==> src/rtl/lcd_time_display_if.sv <==
// Bundle between the time-keeping block, the LCD controller and the LCD pins.
// master = controller side (consumes digits, drives the LCD bus); slave = the other side.
interface lcd_time_display_if;
   logic [3:0] hour_10;
   logic [3:0] hour1;
   logic [3:0] min_10;
   logic [3:0] min1;
   logic [3:0] sec_10;
   logic [3:0] sec1;
   logic       daynight;
   logic       lcd_e;
   logic       lcd_rs;
   logic       lcd_rw;
   logic [7:0] lcd_data;
   logic       frame_done;

   modport master (
      input  hour_10, hour1, min_10, min1, sec_10, sec1, daynight,
      output lcd_e, lcd_rs, lcd_rw, lcd_data, frame_done
   );

   modport slave (
      output hour_10, hour1, min_10, min1, sec_10, sec1, daynight,
      input  lcd_e, lcd_rs, lcd_rw, lcd_data, frame_done
   );
endinterface

==> src/rtl/lcd_time_display.sv <==
// HD44780 16x2 driver: init sequence after reset, then endless refresh of
// "TIME HH:MM:SS" / "MODE: DAY|NIGHT" from a per-frame snapshot of the inputs.
//
// state          | meaning
// ---------------+------------------------------------------------
// S_INIT_WAIT    | power-up idle, outputs quiet, INIT_CYC cycles
// S_FUNC_SET     | command 0x38 (8-bit bus, 2 lines)
// S_DISP_ON      | command 0x0C (display on, no cursor)
// S_ENTRY        | command 0x06 (auto-increment)
// S_CLEAR        | command 0x01, long slot of CLEAR_CYC cycles
// S_LINE1_ADDR   | command 0x80, inputs snapshotted in its first cycle
// S_LINE1_CHARS  | 16 character writes for line 1
// S_LINE2_ADDR   | command 0xC0
// S_LINE2_CHARS  | 16 character writes for line 2, then back to line 1
module lcd_time_display #(
   parameter int INIT_CYC  = 20000,
   parameter int STEP_CYC  = 50,
   parameter int E_CYC     = 20,
   parameter int CLEAR_CYC = 2000
) (
   input  logic               clk,
   input  logic               rst,
   lcd_time_display_if.master bus
);

   localparam int MAX_A   = (INIT_CYC > CLEAR_CYC) ? INIT_CYC : CLEAR_CYC;
   localparam int MAX_CYC = (MAX_A > STEP_CYC) ? MAX_A : STEP_CYC;
   localparam int CNT_W   = $clog2(MAX_CYC + 1);
   localparam int EC_W    = $clog2(E_CYC + 1);

   localparam logic [3:0] S_INIT_WAIT   = 4'd0;
   localparam logic [3:0] S_FUNC_SET    = 4'd1;
   localparam logic [3:0] S_DISP_ON     = 4'd2;
   localparam logic [3:0] S_ENTRY       = 4'd3;
   localparam logic [3:0] S_CLEAR       = 4'd4;
   localparam logic [3:0] S_LINE1_ADDR  = 4'd5;
   localparam logic [3:0] S_LINE1_CHARS = 4'd6;
   localparam logic [3:0] S_LINE2_ADDR  = 4'd7;
   localparam logic [3:0] S_LINE2_CHARS = 4'd8;

   localparam logic [127:0] LINE1_TXT   = "TIME   :  :     ";
   localparam logic [127:0] LINE2_DAY   = "MODE: DAY       ";
   localparam logic [127:0] LINE2_NIGHT = "MODE: NIGHT     ";

   logic [3:0]       state;
   logic [3:0]       next_state;
   logic [3:0]       char_idx;
   logic [3:0]       next_idx;
   logic [CNT_W-1:0] slot_cnt;
   logic [EC_W-1:0]  e_cnt;
   logic [23:0]      snap_time;
   logic             snap_dn;
   logic             lcd_e_q;
   logic             lcd_rs_q;
   logic [7:0]       lcd_data_q;
   logic             frame_done_q;
   logic [7:0]       line1_byte;
   logic [7:0]       line2_byte;
   logic [7:0]       next_byte;
   logic             next_rs;
   logic [CNT_W-1:0] next_len_m1;
   logic             slot_end;

   function automatic logic [7:0] digit_char(input logic [3:0] d);
      return (d <= 4'd9) ? (8'h30 + {4'h0, d}) : 8'h3F;
   endfunction

   assign slot_end = (slot_cnt == '0);

   always_comb begin
      next_state = state;
      next_idx   = char_idx;
      case (state)
         S_INIT_WAIT:  next_state = S_FUNC_SET;
         S_FUNC_SET:   next_state = S_DISP_ON;
         S_DISP_ON:    next_state = S_ENTRY;
         S_ENTRY:      next_state = S_CLEAR;
         S_CLEAR:      next_state = S_LINE1_ADDR;
         S_LINE1_ADDR: begin
            next_state = S_LINE1_CHARS;
            next_idx   = 4'd0;
         end
         S_LINE1_CHARS: begin
            if (char_idx == 4'd15) next_state = S_LINE2_ADDR;
            else                   next_idx   = char_idx + 4'd1;
         end
         S_LINE2_ADDR: begin
            next_state = S_LINE2_CHARS;
            next_idx   = 4'd0;
         end
         S_LINE2_CHARS: begin
            if (char_idx == 4'd15) next_state = S_LINE1_ADDR;
            else                   next_idx   = char_idx + 4'd1;
         end
         default:      next_state = S_INIT_WAIT;
      endcase
   end

   // Text bytes come from the snapshot, never the live inputs, so a frame cannot tear.
   always_comb begin
      line1_byte = LINE1_TXT[{~next_idx, 3'b000} +: 8];
      case (next_idx)
         4'd5:    line1_byte = digit_char(snap_time[23:20]);
         4'd6:    line1_byte = digit_char(snap_time[19:16]);
         4'd8:    line1_byte = digit_char(snap_time[15:12]);
         4'd9:    line1_byte = digit_char(snap_time[11:8]);
         4'd11:   line1_byte = digit_char(snap_time[7:4]);
         4'd12:   line1_byte = digit_char(snap_time[3:0]);
         default: ;
      endcase
      line2_byte = snap_dn ? LINE2_DAY[{~next_idx, 3'b000} +: 8]
                           : LINE2_NIGHT[{~next_idx, 3'b000} +: 8];
   end

   always_comb begin
      next_rs   = 1'b0;
      next_byte = 8'h00;
      case (next_state)
         S_FUNC_SET:    next_byte = 8'h38;
         S_DISP_ON:     next_byte = 8'h0C;
         S_ENTRY:       next_byte = 8'h06;
         S_CLEAR:       next_byte = 8'h01;
         S_LINE1_ADDR:  next_byte = 8'h80;
         S_LINE1_CHARS: begin
            next_byte = line1_byte;
            next_rs   = 1'b1;
         end
         S_LINE2_ADDR:  next_byte = 8'hC0;
         S_LINE2_CHARS: begin
            next_byte = line2_byte;
            next_rs   = 1'b1;
         end
         default:       next_byte = 8'h00;
      endcase
      next_len_m1 = (next_state == S_CLEAR) ? CNT_W'(CLEAR_CYC - 1) : CNT_W'(STEP_CYC - 1);
   end

   always_ff @(posedge clk or posedge rst) begin
      if (rst) begin
         state        <= S_INIT_WAIT;
         char_idx     <= 4'd0;
         slot_cnt     <= CNT_W'(INIT_CYC - 1);
         e_cnt        <= '0;
         lcd_e_q      <= 1'b0;
         lcd_rs_q     <= 1'b0;
         lcd_data_q   <= 8'h00;
         frame_done_q <= 1'b0;
         snap_time    <= 24'h0;
         snap_dn      <= 1'b0;
      end else begin
         frame_done_q <= (state == S_LINE2_CHARS) && (char_idx == 4'd15) &&
                         (slot_cnt == CNT_W'(1));
         if (slot_end) begin
            state      <= next_state;
            char_idx   <= next_idx;
            slot_cnt   <= next_len_m1;
            e_cnt      <= EC_W'(E_CYC);
            lcd_e_q    <= 1'b0;
            lcd_data_q <= next_byte;
            lcd_rs_q   <= next_rs;
         end else begin
            slot_cnt <= slot_cnt - CNT_W'(1);
            if (e_cnt != '0) begin
               lcd_e_q <= 1'b1;
               e_cnt   <= e_cnt - EC_W'(1);
            end else begin
               lcd_e_q <= 1'b0;
            end
         end
         if ((state == S_LINE1_ADDR) && (slot_cnt == CNT_W'(STEP_CYC - 1))) begin
            snap_time <= {bus.hour_10, bus.hour1, bus.min_10, bus.min1, bus.sec_10, bus.sec1};
            snap_dn   <= bus.daynight;
         end
      end
   end

   assign bus.lcd_e      = lcd_e_q;
   assign bus.lcd_rs     = lcd_rs_q;
   assign bus.lcd_rw     = 1'b0;
   assign bus.lcd_data   = lcd_data_q;
   assign bus.frame_done = frame_done_q;

endmodule

==> src/flat_wrapper.sv <==
// flat-port wrapper written by rule: the top's interface ports become plain ports
module lcd_time_display_flat 
#(
   parameter int INIT_CYC  = 20000,
   parameter int STEP_CYC  = 50,
   parameter int E_CYC     = 20,
   parameter int CLEAR_CYC = 2000
)
  (clk, rst, bus_hour_10, bus_hour1, bus_min_10, bus_min1, bus_sec_10, bus_sec1, bus_daynight, bus_lcd_e, bus_lcd_rs, bus_lcd_rw, bus_lcd_data, bus_frame_done);
  lcd_time_display_if bus_i ();
  input  logic clk;
  input  logic rst;
  input wire logic [$bits(bus_i.hour_10)-1:0] bus_hour_10;
  input wire logic [$bits(bus_i.hour1)-1:0] bus_hour1;
  input wire logic [$bits(bus_i.min_10)-1:0] bus_min_10;
  input wire logic [$bits(bus_i.min1)-1:0] bus_min1;
  input wire logic [$bits(bus_i.sec_10)-1:0] bus_sec_10;
  input wire logic [$bits(bus_i.sec1)-1:0] bus_sec1;
  input wire logic [$bits(bus_i.daynight)-1:0] bus_daynight;
  output wire logic [$bits(bus_i.lcd_e)-1:0] bus_lcd_e;
  output wire logic [$bits(bus_i.lcd_rs)-1:0] bus_lcd_rs;
  output wire logic [$bits(bus_i.lcd_rw)-1:0] bus_lcd_rw;
  output wire logic [$bits(bus_i.lcd_data)-1:0] bus_lcd_data;
  output wire logic [$bits(bus_i.frame_done)-1:0] bus_frame_done;
  assign bus_i.hour_10 = bus_hour_10;
  assign bus_i.hour1 = bus_hour1;
  assign bus_i.min_10 = bus_min_10;
  assign bus_i.min1 = bus_min1;
  assign bus_i.sec_10 = bus_sec_10;
  assign bus_i.sec1 = bus_sec1;
  assign bus_i.daynight = bus_daynight;
  assign bus_lcd_e = bus_i.lcd_e;
  assign bus_lcd_rs = bus_i.lcd_rs;
  assign bus_lcd_rw = bus_i.lcd_rw;
  assign bus_lcd_data = bus_i.lcd_data;
  assign bus_frame_done = bus_i.frame_done;
  lcd_time_display #(.INIT_CYC(INIT_CYC), .STEP_CYC(STEP_CYC), .E_CYC(E_CYC), .CLEAR_CYC(CLEAR_CYC)) u_core (.clk(clk), .rst(rst), .bus(bus_i));
endmodule
==> config.mk <==
export PLATFORM = sky130hd
export DESIGN_NAME = lcd_time_display_flat
export DESIGN_NICKNAME = d
export VERILOG_FILES = /design/src/rtl/lcd_time_display_if.sv /design/src/rtl/lcd_time_display.sv /design/src/flat_wrapper.sv
export SDC_FILE = /design/constraint.sdc
export NUM_CORES = 1
export LEC_CHECK = 0
export ABC_AREA = 1
export CAP_MARGIN = 20
export CORE_ASPECT_RATIO = 0.5
export CORE_MARGIN = 2
export CORE_UTILIZATION = 50
export DETAILED_ROUTE_END_ITERATION = 6
export PLACE_DENSITY = 0.72
export SYNTH_ARGS = -nofsm -noshare
export SYNTH_HDL_FRONTEND = slang
export SYNTH_SLANG_ARGS = --single-unit
==> constraint.sdc <==
create_clock -name clk -period 3.2 [get_ports clk]
set_clock_uncertainty 0.1 [all_clocks]
set_input_delay 0.64 -clock clk [delete_from_list [all_inputs] [get_ports clk]]
set_output_delay 0.64 -clock clk [all_outputs]
set_load 0.005 [all_outputs]
==> impl_metrics.ini, run 1 <==
[cells_and_area]
fill_cells = 642
multi_input_comb_area_sq_mm = 0.001957
seqCellArea_sq_mm = 0.001613
fin_area_sq_mm = 0.004667
num_antenna_cells = 0
syn2layout_area_growth_pct = 20.36
drive_gt1_share_pct = 16.48
layout.nets = 563

[global_route]
met3_usage_pct = 7.039
top_usage_layer = met2
overflow = 0
grtUsageTotal_pct = 21.30
grt_pass1_vias = 3068
grt_max_degree = 39
grt_antenna_before_repair = 0
grt_pass1_wl_mm = 13.91
met1_usage_pct = 27.10
use_met2_pct = 34.57

[synthesis]
syn_area_per_cell_sq_um = 8.011
synth.area.top_cells = dfrtp_1, nand2_1, mux2_2
synthCells = 484
ys_types = 41
ys_warn_count = 0
synth_seq_cells = 64
netlist_area_sq_mm = 0.003877
yosysMostFrequentCell = nand2_1
synth_area_leader_cell = dfrtp_1
synth_commonest_cells = nand2_1, inv_1, dfrtp_1
ys_seq_area_share_pct = 41.59
ys.flop_type = dfrtp_1
ys_async_sr_fraction_pct = 100.0
synth_edf_count = 0
syn-num-nets = 524
synth_top_area_share_pct = 35.50

[setup_path]
critPathMaxFanout = 9
cp_data_required_time_ps = 3380
crit_slowest_cell = dfrtp_1
crit_buf_inv = 3
critPathKind = flop to flop
r2r_cells = 18
cp-start-kind = flop
worst_setup_path_end_kind = flop
cp_top_family = simple AND/OR/NAND/NOR gates
path_depth = 18
crit_chain = ha_1, nand3_1, nand2_1, o21ai_0, nand2_1, o21ai_4, inv_2, ha_1, inv_1, nor2_1, o21ai_1, nand2_1, inv_1, nand2_1, nand2_1, nand3_1, nand2_1, nand2_1
cp.arrival_ps = 2930
max_stage_delay_ps = 420
crit_top_cell = nand2_1

[sta]
slew_headroom_pct = 48.04
drv_slew = 0
finalCritPeriodShare_pct = 85.71
worstMarginPinSlew_ps = 772.2
finalWorstSetupSlack_ps = 457.1
rsz0062_at_grt = no
hold_viol_final = 0
clock.fmax_mhz = 364.6
final.setup.tns_ps = 0
setup_viol = 0
timing.final.crit_period_ps = 2743
whs_ps = 372.6

[min_path]
hold_path_class = flop to flop
whs_path_depth = 1

[routing]
vias = 3226
first_pass_iters = 4
initialDrtViolationCount = 241
viasPerCell = 5.170
wl_per_cell_microns = 12.98
drc = 0
drt_wl_total_mm = 8.098
ant_nets = 0

[cts]
h-tree-depth = 3
path_clk_slew_ps = 50
cts_made_buffers = 9
cts_buffer_depth = 2
clock-sinks = 64
cts_tree = built
post_cts_buffers = 0
postCtsResizedCells = 0
clockRootBuffer = clkbuf_16
clock_latency_ps = 340
ctsHoldBuffers = 0

[pwr]
ir_drop_mv = 0.3043
fin_total_pwr_mw = 1.988
leakagePower_nw = 2.293
power.density_mw_per_mm2 = 426.0

[run]
cap_viol_max_count = 0

[place]
post-place-ws_ps = 478.7
place_hpwl_mm = 5.828
place_congestion = 0.9065
place_area_sq_mm = 0.004335
port_buffers = 37

[floorplan]
ioPinCount = 39
die_h_microns = 66.27
core-area_sq_mm = 0.007432
placementRows = 22
initial_core_util_pct = 52.17
fp.dieW_microns = 128.5
die_area_sq_mm = 0.008518

[run_status]
outcome = complete, no violations
cells by family (layout without fill, tap and decap cells):
| group | count (synthesis) | count (layout) | share of synthesized area (%) |
|---|---|---|---|
| muxes | 25 | 25 | 7.260 |
| other | 1 | 1 | 0.09671 |
| xor gates and xnor gates | 8 | 8 | 1.807 |
| DFF | 64 | 64 | 41.59 |
| buffers and inverters | 75 | 119 | 7.938 |
| and+or+nand+nor | 222 | 222 | 25.94 |
| adders and majority gates | 13 | 13 | 4.195 |
| AOI/OAI and AO/OA | 76 | 76 | 11.17 |
worst paths after layout:
path	slack [ps]	startpoint	end
setup / recovery	460	u_core.char_idx[0]$_DFFE_PP0P_	u_core.bus.lcd_data[0]$_DFFE_PP0P_
min in group asynchronous	580	rst	u_core.bus.lcd_data[4]$_DFFE_PP0P_
hold / removal	370	u_core.slot_cnt[0]$_DFF_PP1_	u_core.slot_cnt[0]$_DFF_PP1_
max in group asynchronous	1740	rst	u_core.slot_cnt[2]$_DFF_PP1_
hold reg to reg	370	u_core.slot_cnt[0]$_DFF_PP1_	u_core.slot_cnt[0]$_DFF_PP1_
setup reg to reg	460	u_core.char_idx[0]$_DFFE_PP0P_	u_core.bus.lcd_data[0]$_DFFE_PP0P_
flip-flops by register name, summed over array words and instances (netlist names):
register and cells:
u_core.bus.frame_done 1, u_core.bus.lcd_data 8, u_core.bus.lcd_e 1, u_core.bus.lcd_rs 1, u_core.char_idx 4, u_core.e_cnt 5
u_core.slot_cnt 15, u_core.snap_dn 1, u_core.snap_time 24, u_core.state 4
through the flow:
step / instances / utilization (%)
final: 624 / 62.79
after CTS: 624 / 62.79
after global routing: 624 / 62.79
after floorplan: 484 / -
after global placement: 608 / 58.33
after detailed placement: 608 / 58.33
cell usage in the layout, fill, tap and decap left out, types with 2 or more instances in the layout:
cell | Yosys | routed
inv_1 | 58 | 57
nor3_1 | 5 | 5
o211ai_1 | 4 | 4
bufinv_16 | 0 | 2
nand2_2 | 8 | 8
dfstp_2 | 9 | 9
nor2_2 | 4 | 4
xor2_1 | 7 | 7
clkinv_2 | 0 | 2
o21ai_0 | 38 | 38
a21oi_1 | 12 | 12
clkbuf_8 | 0 | 2
nand4_1 | 8 | 8
dfrtp_1 | 55 | 55
o21ai_2 | 3 | 3
mux2_2 | 25 | 25
clkdlybuf4s50_1 | 0 | 37
nand2_4 | 2 | 2
a31oi_1 | 5 | 5
ha_1 | 13 | 13
o21ai_1 | 8 | 8
nand3b_1 | 2 | 2
nand3_1 | 29 | 29
nand2_1 | 104 | 104
nand3_2 | 3 | 3
nor2_1 | 44 | 44
clkbuf_16 | 0 | 9
buf_4 | 1 | 3
nor4_1 | 3 | 3
inv_2 | 4 | 5
or2_2 | 6 | 6
area by class of cell:
type | count | share of cell area (%)
multi-input cells | 345 | 41.93
inverters | 62 | 4.987
flip-flops and latches | 64 | 34.56
well taps | 96 | 2.574
repair buffers | 41 | 8.847
clock inverters | 5 | 1.689
clock buffers | 11 | 5.416
where the power goes:
part,leakage [nW],switching [mW],internal [mW],total (mW)
Clock,0.165,0.349,0.721,1.07
Combinational,1.35,0.0316,0.0472,0.0788
Sequential,0.782,0.0117,0.827,0.839
metal layers:
layer / share of wire (%) / up-vias
li1: - / 1668
met5: 0 / -
met3: 4.7 / 5
met4: 0.72 / 0
met2: 46 / 61
met1: 48 / 1492
Power figures use the tool's default switching activity.
==> inputs of run 2 (changes only) <==
--- a/config.mk
+++ b/config.mk
@@ -12,6 +12,7 @@
 export CORE_UTILIZATION = 50
 export DETAILED_ROUTE_END_ITERATION = 6
 export PLACE_DENSITY = 0.72
+export SETUP_SLACK_MARGIN = 0.1
 export SYNTH_ARGS = -nofsm -noshare
 export SYNTH_HDL_FRONTEND = slang
 export SYNTH_SLANG_ARGS = --single-unit
==> run 2 against run 1 <==
Cell area about the same. Critical path depth fell by 2. Maximum frequency up 0.36%. Global-route usage is the same. Worst setup slack improved by 9.9 ps. Total power about the same. Final cell count stayed put. Clock-buffer cell count unchanged. Flip-flop and latch count unchanged. First-iteration DRC count grew 24%. Non-clock buffer count is the same. Largest cell class unchanged. Largest power group unchanged.
==> impl_metrics.ini, run 2 (synthesis results as in run 1) <==
[place]
place_hpwl_mm = 5.828
port_buffers = 37
place_congestion = 0.9065

[cts]
h-tree-depth = 3
path_clk_slew_ps = 50
ctsHoldBuffers = 0
post_cts_buffers = 0
clock_latency_ps = 340
cts_tree = built
postCtsResizedCells = 0
clockRootBuffer = clkbuf_16
clock-sinks = 64
cts_buffer_depth = 2
cts_made_buffers = 9

[setup_path]
critPathKind = flop to flop
cp-start-kind = flop
cp.arrival_ps = 2910
worst_setup_path_end_kind = flop
critPathMaxFanout = 7
cp_data_required_time_ps = 3380

[routing]
ant_nets = 0
viasPerCell = 5.162
drc = 0
first_pass_iters = 4
drt_wl_total_mm = 8.113
wl_per_cell_microns = 13.00
initialDrtViolationCount = 298
vias = 3221

[sta]
whs_ps = 373.1
worstMarginPinSlew_ps = 774.1
hold_viol_final = 0
final.setup.tns_ps = 0
slew_headroom_pct = 47.92
setup_viol = 0
timing.final.crit_period_ps = 2733
finalCritPeriodShare_pct = 85.40
rsz0062_at_grt = no
clock.fmax_mhz = 365.9
drv_slew = 0

[floorplan]
ioPinCount = 39
die_h_microns = 66.27
fp.dieW_microns = 128.5
die_area_sq_mm = 0.008518
placementRows = 22
initial_core_util_pct = 52.17
core-area_sq_mm = 0.007432

[pwr]
power.density_mw_per_mm2 = 425.6
leakagePower_nw = 2.292
ir_drop_mv = 0.3072

[run_status]
outcome = complete, no violations

[cells_and_area]
regMostFlops = u_core.snap_time
syn2layout_area_growth_pct = 20.43
largest_reg_flops = 24
num_antenna_cells = 0
layout_commonest_cell = nand2_1
final_cell_mix = nand2_1, inv_1, dfrtp_1
drive_gt1_share_pct = 16.67
layout.nets = 563

[global_route]
grtUsageTotal_pct = 21.30
overflow = 0
grt_pass1_vias = 3068
grt_pass1_wl_mm = 13.91
grt_max_degree = 39
grt_antenna_before_repair = 0

[run]
cap_viol_max_count = 0

[min_path]
hold_path_class = flop to flop
==> run 2: cell types whose count changed in the layout (fill, tap and decap cells not counted) <==
| cell | change |
|---|---|
| ha_1 | -1 |
| ha_2 | +1 |
==> run 2: cell type report <==
class | instances | area [sq um]
flip-flops and latches | 64 | 1613
clock buffers | 11 | 252.7
fillers | 642 | 2763
multi-input cells | 345 | 1959
inverters | 62 | 232.7
clock inverters | 5 | 78.83
well taps | 96 | 120.1
repair buffers | 41 | 412.9
==> run 2: power by group <==
part	leakage (nW)	internal [mW]	total, mW	switching [mW]
combinational	1.34	0.0472	0.0785	0.0314
clock	0.165	0.722	1.07	0.349
sequential	0.782	0.827	0.839	0.0117
total	2.29	1.60	1.99	0.392
==> run 2: final timing paths <==
path	endpoint	slack, ps	cells past startpoint	startpoint
max in group asynchronous	u_core.slot_cnt[9]$_DFF_PP1_	1740	3	rst
hold reg to reg	u_core.slot_cnt[0]$_DFF_PP1_	370	1	u_core.slot_cnt[0]$_DFF_PP1_
min in group asynchronous	u_core.bus.lcd_data[4]$_DFFE_PP0P_	590	2	rst
setup reg to reg	u_core.bus.lcd_data[4]$_DFFE_PP0P_	470	16	u_core.char_idx[0]$_DFFE_PP0P_
hold / removal	u_core.slot_cnt[0]$_DFF_PP1_	370	1	u_core.slot_cnt[0]$_DFF_PP1_
setup / recovery	u_core.bus.lcd_data[4]$_DFFE_PP0P_	470	16	u_core.char_idx[0]$_DFFE_PP0P_
==> run 2: per-stage QoR <==
stage                     utilization (%)  area [sq um]  setup slack [ps]  power [mW]  cells
after floorplan                         -          3877             782.4      0.8859    484
after global placement              58.33          4335             512.9      0.9298    608
after detailed placement            58.33          4335             478.7      0.9324    608
after CTS                           62.79          4667             453.1       2.018    624
after global routing                62.83          4669             175.3       2.066    624
final                               62.83          4669             467.1       1.988    624
==> run 2: routing by layer <==
layer / track usage, % / vias to the layer above / wire length, microns
li1: - / 1668 / -
met1: 27.10 / 1486 / 3878
met2: 34.57 / 65 / 3798
met3: 7.039 / 2 / 416
met4: 7.065 / 0 / 20
met5: 0 / - / 0
==> run 2: worst max-delay path, cell delays in order, from the launching register on <==
cell and delay, ps:
dfrtp_1 420, ha_1 220, nand3_1 190, inv_1 130, nand2_1 50, nand3_1 90, o21ai_2 100, inv_1 190
ha_1 320, inv_1 100, o21ai_1 240, nand3_1 110, o21ai_1 140, nor2_1 60, nand3_1 80, nand2_1 70
nand2_1 60
==> inputs of run 3 (changes only) <==
--- a/config.mk
+++ b/config.mk
@@ -10,6 +10,7 @@
 export CORE_ASPECT_RATIO = 0.5
 export CORE_MARGIN = 2
 export CORE_UTILIZATION = 50
+export CTS_CLUSTER_DIAMETER = 60
 export DETAILED_ROUTE_END_ITERATION = 6
 export PLACE_DENSITY = 0.72
 export SETUP_SLACK_MARGIN = 0.1
==> results of run 3 <==
Final layout, timing and power as in run 2 (identical DEF).
